**src/rtl/pc_ir_unit.sv**
```systemverilog
// Program counter, instruction register and datapath latches for a multicycle
// MIPS-style core. This block holds the PC, IR, MDR, A/B operand registers,
// ALUOut, the branch-taken pulse and the fetched-instruction counter. Every
// output is registered except opcode, which is a slice of ir.
module pc_ir_unit #(
  parameter logic [31:0] RESET_PC = 32'h0000_0000
) (
  input  logic        clk,
  input  logic        rst,
  input  logic        PCWrite,
  input  logic        PCWriteCond,
  input  logic        PCSource1,
  input  logic        PCSource0,
  input  logic        IRWrite,
  input  logic [31:0] mem_rdata,
  input  logic [31:0] alu_result,
  input  logic        alu_zero,
  input  logic [31:0] rs_data,
  input  logic [31:0] rt_data,
  output logic [31:0] pc,
  output logic [31:0] ir,
  output logic [5:0]  opcode,
  output logic [31:0] mdr,
  output logic [31:0] alu_out,
  output logic [31:0] a_reg,
  output logic [31:0] b_reg,
  output logic        branch_taken,
  output logic [31:0] instr_count
);

  localparam logic [5:0] OpBeq = 6'b000100;
  localparam logic [5:0] OpBne = 6'b000101;

  logic [31:0] pc_q, pc_d;
  logic [31:0] ir_q;
  logic [31:0] mdr_q;
  logic [31:0] alu_out_q;
  logic [31:0] a_q, b_q;
  logic        branch_taken_q;
  logic [31:0] instr_count_q;

  logic        branch_cond;
  logic        pc_load;
  logic [1:0]  pc_src;

  assign pc_src = {PCSource1, PCSource0};

  // Branch condition decoded from the instruction currently held in ir (pre-edge).
  always_comb begin
    branch_cond = 1'b0;
    if (ir_q[31:26] == OpBeq) begin
      branch_cond = alu_zero;
    end else if (ir_q[31:26] == OpBne) begin
      branch_cond = ~alu_zero;
    end
  end

  // An unconditional write wins over the branch condition.
  assign pc_load = PCWrite | (PCWriteCond & branch_cond);

  // Next-PC mux; the jump target takes the upper nibble of the already-advanced pc.
  always_comb begin
    pc_d = pc_q;
    unique case (pc_src)
      2'b00:   pc_d = alu_result;
      2'b01:   pc_d = alu_out_q;
      2'b10:   pc_d = {pc_q[31:28], ir_q[25:0], 2'b00};
      default: pc_d = pc_q;
    endcase
  end

  // State update; reset overrides every pending load in the same cycle.
  always_ff @(posedge clk) begin
    if (rst) begin
      pc_q           <= RESET_PC;
      ir_q           <= '0;
      mdr_q          <= '0;
      alu_out_q      <= '0;
      a_q            <= '0;
      b_q            <= '0;
      branch_taken_q <= 1'b0;
      instr_count_q  <= '0;
    end else begin
      if (pc_load) begin
        pc_q <= pc_d;
      end
      if (IRWrite) begin
        ir_q          <= mem_rdata;
        instr_count_q <= instr_count_q + 32'd1;
      end
      mdr_q          <= mem_rdata;
      alu_out_q      <= alu_result;
      a_q            <= rs_data;
      b_q            <= rt_data;
      branch_taken_q <= PCWriteCond & ~PCWrite & branch_cond;
    end
  end

  assign pc           = pc_q;
  assign ir           = ir_q;
  assign opcode       = ir_q[31:26];
  assign mdr          = mdr_q;
  assign alu_out      = alu_out_q;
  assign a_reg        = a_q;
  assign b_reg        = b_q;
  assign branch_taken = branch_taken_q;
  assign instr_count  = instr_count_q;

endmodule

```
**config.mk**
```make
export PLATFORM = sky130hd
export DESIGN_NAME = pc_ir_unit
export DESIGN_NICKNAME = d
export VERILOG_FILES = /design/src/rtl/pc_ir_unit.sv
export SDC_FILE = /design/constraint.sdc
export NUM_CORES = 1
export LEC_CHECK = 0
export ABC_CLOCK_PERIOD_IN_PS = 5800
export CORE_MARGIN = 5
export CORE_UTILIZATION = 44
export DETAILED_ROUTE_END_ITERATION = 6
export PLACE_DENSITY = 0.85
export SLEW_MARGIN = 20
export SYNTH_ARGS = -nofsm -noshare
export SYNTH_HDL_FRONTEND = slang
export SYNTH_SLANG_ARGS = --single-unit
```
**constraint.sdc**
```tcl
create_clock -name clk -period 5.8 [get_ports clk]
set_clock_uncertainty 0.15 [all_clocks]
set_input_delay 1.16 -clock clk [delete_from_list [all_inputs] [get_ports clk]]
set_output_delay 1.16 -clock clk [all_outputs]
set_load 0.02 [all_outputs]
```
# Yosys cells after proc, flatten, opt, wreduce, memory -nomap -nowiden

Index checks and enable logic that the tools add are counted.

Logic and storage cells: 29
Bits in registers: 225
Input bits: 136
Output and inout bits: 231

Reduce and logical (&&, ||, !) cells: 5
Equality and inequality tests: 4
Bitwise operators: 7
Mux-type cells: 3
$add $sub $neg: 1

Operators by type and width:

| kind                  | number |
|---|---|
| $pmux 32 s3           | 1 |
| $add 32x1->32 const B | 1 |
| $eq 6x3->1 const B    | 2 |
| $and 1x1->1           | 3 |
| $not 1->1             | 3 |
| $reduce_and 3->1      | 1 |
| $reduce_bool 3->1     | 1 |
| $eq 2x1->1 const B    | 1 |
| $eq 2x2->1 const B    | 1 |
| $logic_not 2->1       | 1 |
| $mux 1                | 2 |
| $reduce_and 2->1      | 1 |
| $reduce_bool 2->1     | 1 |
| $or 1x1->1            | 1 |

# Longest topological paths before layout

Word-level depth: 6
Gate-level depth with buffers: 8
Gate-level depth less buffers: 6

# Worst setup path after synthesis

No wires, ideal clock.

Kind: input -> register
Start: input PCSource1
End: register pc_q[5], in the netlist pc[5]
Stages on the path: 8
Data arrival time: 2.503 ns
Required time: 5.518 ns
Library setup time: 0.132 ns
Path slack: 3.014 ns
Cells stage by stage: inv_1 -> ha_1 -> clkbuf_1 -> buf_1 -> buf_1 -> nand2_1 -> o2111ai_1 -> a21oi_1

Longest elaborated chain between the ends: 3

Ends and longest elaborated chain:

| what                               | line | text |
|---|---|---|
| from (decl)                        | 12   | `input logic PCSource1,` |
| $eq 2x2->1 (tied with other cells) | 64   | `unique case (pc_src)` |
| $reduce_bool 3->1 (no source line) | n/a  |  |
| $reduce_and 2->1 (no source line)  | n/a  |  |
| to (signal assigned)               | 85   | `pc_q <= pc_d;` |
| to (decl)                          | 34   | `logic [31:0] pc_q, pc_d;` |

Several ways; a longest one is shown, not always the timed one.
A chain may end at the register's enable or synchronous reset.

# Worst setup path in the final report

Start: input PCSource0
End: register pc_q[1], in the netlist pc[1]

Longest elaborated chain between the ends: 3

Ends and longest elaborated chain:

| what                               | line | text |
|---|---|---|
| from (decl)                        | 13   | `input logic PCSource0,` |
| $eq 2x2->1 (tied with other cells) | 64   |  |
| $reduce_bool 3->1 (no source line) | n/a  |  |
| $reduce_and 2->1 (no source line)  | n/a  |  |

Several ways; a longest one is shown, not always the timed one.

==> metrics.md <==
| Metric | Value |
|---|---|
| Worst path arrival time | `3.29 ns` |
| CTS HTree Levels | `1` |
| Count of final setup violators | `0` |
| Clock Latency Late Sink | `0.51 ns` |
| Vias | `7083` |
| Clock buffers created by TritonCTS | `25` |
| CP Class | `primary input to flip-flop` |
| GRT Residual Overflow | `0` |
| Synth Area in Compound Gates | `between 10 and 15%` |
| Most frequent cell after synthesis | `dfxtp_1` |
| Root Driver | `clkbuf_16` |
| Setup WS pre-CTS | `approximately 2.1 ns` |
| TNS Setup | `0 ns` |
| Critical Path RT | `6.06 ns` |
| FILL cells | `1302` |
| Final std cell area, no fill | `between 0.01 and 0.015 sq mm` |
| Commonest cells post-synth | `dfxtp_1 (225), nor2b_1 (139), a21oi_1 (49), clkbuf_1 (49), nor2_1 (45)` |
| Main combinational cell family by area after synthesis | `simple AND/OR/NAND/NOR gates` |
| Placer Congestion | `between 0.8 and 0.9` |
| Post-synth EDFFs | `0` |
| Vias in the first global route | `6974` |
| Post-synthesis cell type count | `36` |
| Max FO, Critical Path | `30` |
| Clk buf depth | `3` |
| XOR/XNOR Fraction of Synth Area | `1.21%` |
| Via density | `5.16` |
| Die height | `144 um` |
| Hold Buf Count CTS | `0` |
| Initial drt markers | `289` |
| Pleak | `0.00464 uW` |
| Routed Antenna Nets | `0` |
| Crit end category | `flip-flop` |
| DR pass1 iterations | `5` |
| Ys Warns | `0` |
| Fin nets | `1266` |
| Slew margin rel. | `31.5%` |
| Hpwl dp | `18.6 mm` |
| Clock share of power | `just over 40%` |
| Number of synthesized register bits | `225` |
| Pins over their slew limit | `0` |
| Cells after synthesis | `793` |
| Final period utilization | `52.2%` |
| WL/cell | `about 19 um` |
| Final min period | `3.03 ns` |
| Die outline width | `144 um` |
| Post-CTS setup buffer count | `0` |
| Core area | `0.0178 sq mm` |
| Number of gates resized after cts | `0` |
| Initial antenna violation count | `1` |
| Initial core utilization | `about 44%` |
| Sequential share of power | `between 40 and 50%` |
| TritonCTS clock tree | `done` |
| Share of the synthesized area in the top cell type | `56.8%` |
| Combinational share of power | `14.7%` |
| Primary FF master, synth | `dfxtp_1` |
| Mapped Nets | `roughly 930` |
| Internal | `2790 uW` |
| Post-synthesis sequential area ratio | `between 50 and 60%` |
| Synthesized area | `~0.008 sq mm` |
| Setup crit start kind | `primary input` |
| DRC violations left | `0` |
| Synth area leaders | `dfxtp_1 (57%), nor2b_1 (11%), mux2i_1 (4.2%)` |
| Hold Crit Class | `flip-flop to flip-flop` |
| Outcome | `finished clean` |
| Placed Area | `0.0117 sq mm` |
| Pwr dens | `298 mW/mm^2` |
| Final wirelength | `26.1 mm` |
| Max_cap viols | `0` |
| Largest net degree at the start of global routing | `around 130` |
| P&R area growth vs syn | `57.3%` |
| GRT Overall Usage | `23.4%` |
| Slew @ Worst Pin | `1.03 ns` |
| PnR worst setup slack | `2.77 ns` |
| Fraction of layout cells with a size suffix above 1 | `4.73%` |
| First-pass GRT wire length | `38.4 mm` |
| Psw | `932 uW` |
| Mean Syn Cell Area | `10.0 sq um` |
| I/O Buffers | `between 300 and 400` |
| Async set-or-reset flop fraction in the synthesized netlist | `0%` |
| Area leader, netlist | `dfxtp_1` |
| Synth Area in Simple Gates | `20.3%` |
| Row Count | `49` |
| DIE AREA | `approximately 0.021 sq mm` |
| Adder-Cell Fraction of Synth Area | `0.789%` |
| RSZ-0062 raised after global routing | `false` |
| CTS sink cnt | `225` |
| Max Freq | `0.330 GHz` |
| Clk slew on worst S/H paths | `about 0.060 ns` |
| Sw Share | `between 20 and 30%` |
| I/O pin count | `367` |
| Final Hold Fails | `0` |
| Worst VDD drop | `0.242 mV` |
| Mux cell area share after synthesis | `about 4.3%` |
==> layout make-up <==
class	count	area (sq um)	area share, %
Sequential cell	225	4500	36.1
Multi-Input combinational cell	497	3160	25.3
Inverter	6	22.5	0.181
Clock buffer	37	751	6.02
Clock inverter	7	43.8	0.351
Antenna cell	1	2.50	0.0201
Tap cell	229	287	2.30
Timing Repair Buffer	370	3700	29.7
==> layout by cell type (no fill, tap or decap), types with 25 or more instances in the layout <==
master / synthesis / final
a21oi_1: 49 / 49
a22oi_1: 26 / 26
clkbuf_16: 0 / 25
clkdlybuf4s50_1: 0 / 364
dfxtp_1: 225 / 225
mux2i_1: 33 / 33
nand2_1: 43 / 43
nor2_1: 45 / 45
nor2b_1: 139 / 139
o2111ai_1: 26 / 26
o21ai_0: 37 / 37
==> per-layer routing <==
metal | up-vias | GRT usage (%) | routed length [um]
li1 | 3426 | - | -
met1 | 3279 | 24.8 | 9130
met2 | 316 | 41.4 | 12800
met3 | 62 | 10.3 | 3150
met4 | 0 | 8.39 | 1040
met5 | - | 0 | 0
==> worst paths after layout <==
check | slack [ns] | from | end | depth (start not counted)
hold / removal | 0.32 | pc[3]$_SDFFE_PP0P_ | pc[3]$_SDFFE_PP0P_ | 2
hold reg to reg | 0.32 | pc[3]$_SDFFE_PP0P_ | pc[3]$_SDFFE_PP0P_ | 2
setup / recovery | 2.77 | PCSource0 | pc[1]$_SDFFE_PP0P_ | 6
setup reg to reg | 3.24 | ir[27]$_SDFFE_PP0P_ | pc[1]$_SDFFE_PP0P_ | 4
==> worst max-delay path, stage by stage <==
cell and delay (ns):
clkdlybuf4s50_1 0.46, ha_1 0.22, buf_4 0.22, inv_1 0.77, a21oi_1 0.15, a311oi_1 0.29
==> logic make-up (layout without fill, tap and decap cells) <==
group / after synthesis / in the layout
other cells: 0 / 1
flops: 225 / 225
buf+inv: 71 / 420
compound gates: 161 / 161
xor+xnor: 11 / 11
mux: 34 / 34
fa+ha+maj: 5 / 5
simple gates: 286 / 286
==> metrics by stage <==
stage / total power [uW] / utilization, % / hold slack, ns / instances
floorplan: 1940 / - / 0.399 / 793
CTS: 3750 / 69.8 / 0.324 / 1371
detailed placement: 2240 / 65.4 / 0.316 / 1327
global route: 3860 / 69.9 / 0.344 / 1372
global placement: 2230 / 65.4 / 0.307 / 1327
finish: 3720 / 69.9 / 0.323 / 1372
==> power by group through the flow <==
| stage | logic, uW | registers (uW) | clock network (uW) |
|---|---|---|---|
| detailed placement | 544 | 1690 | 0 |
| floorplan | 150 | 1790 | 0 |
| CTS | 549 | 1660 | 1540 |
| global route | 583 | 1670 | 1610 |
| global placement | 536 | 1690 | 0 |
| finish | 546 | 1660 | 1520 |
Power figures use the tool's default switching activity.
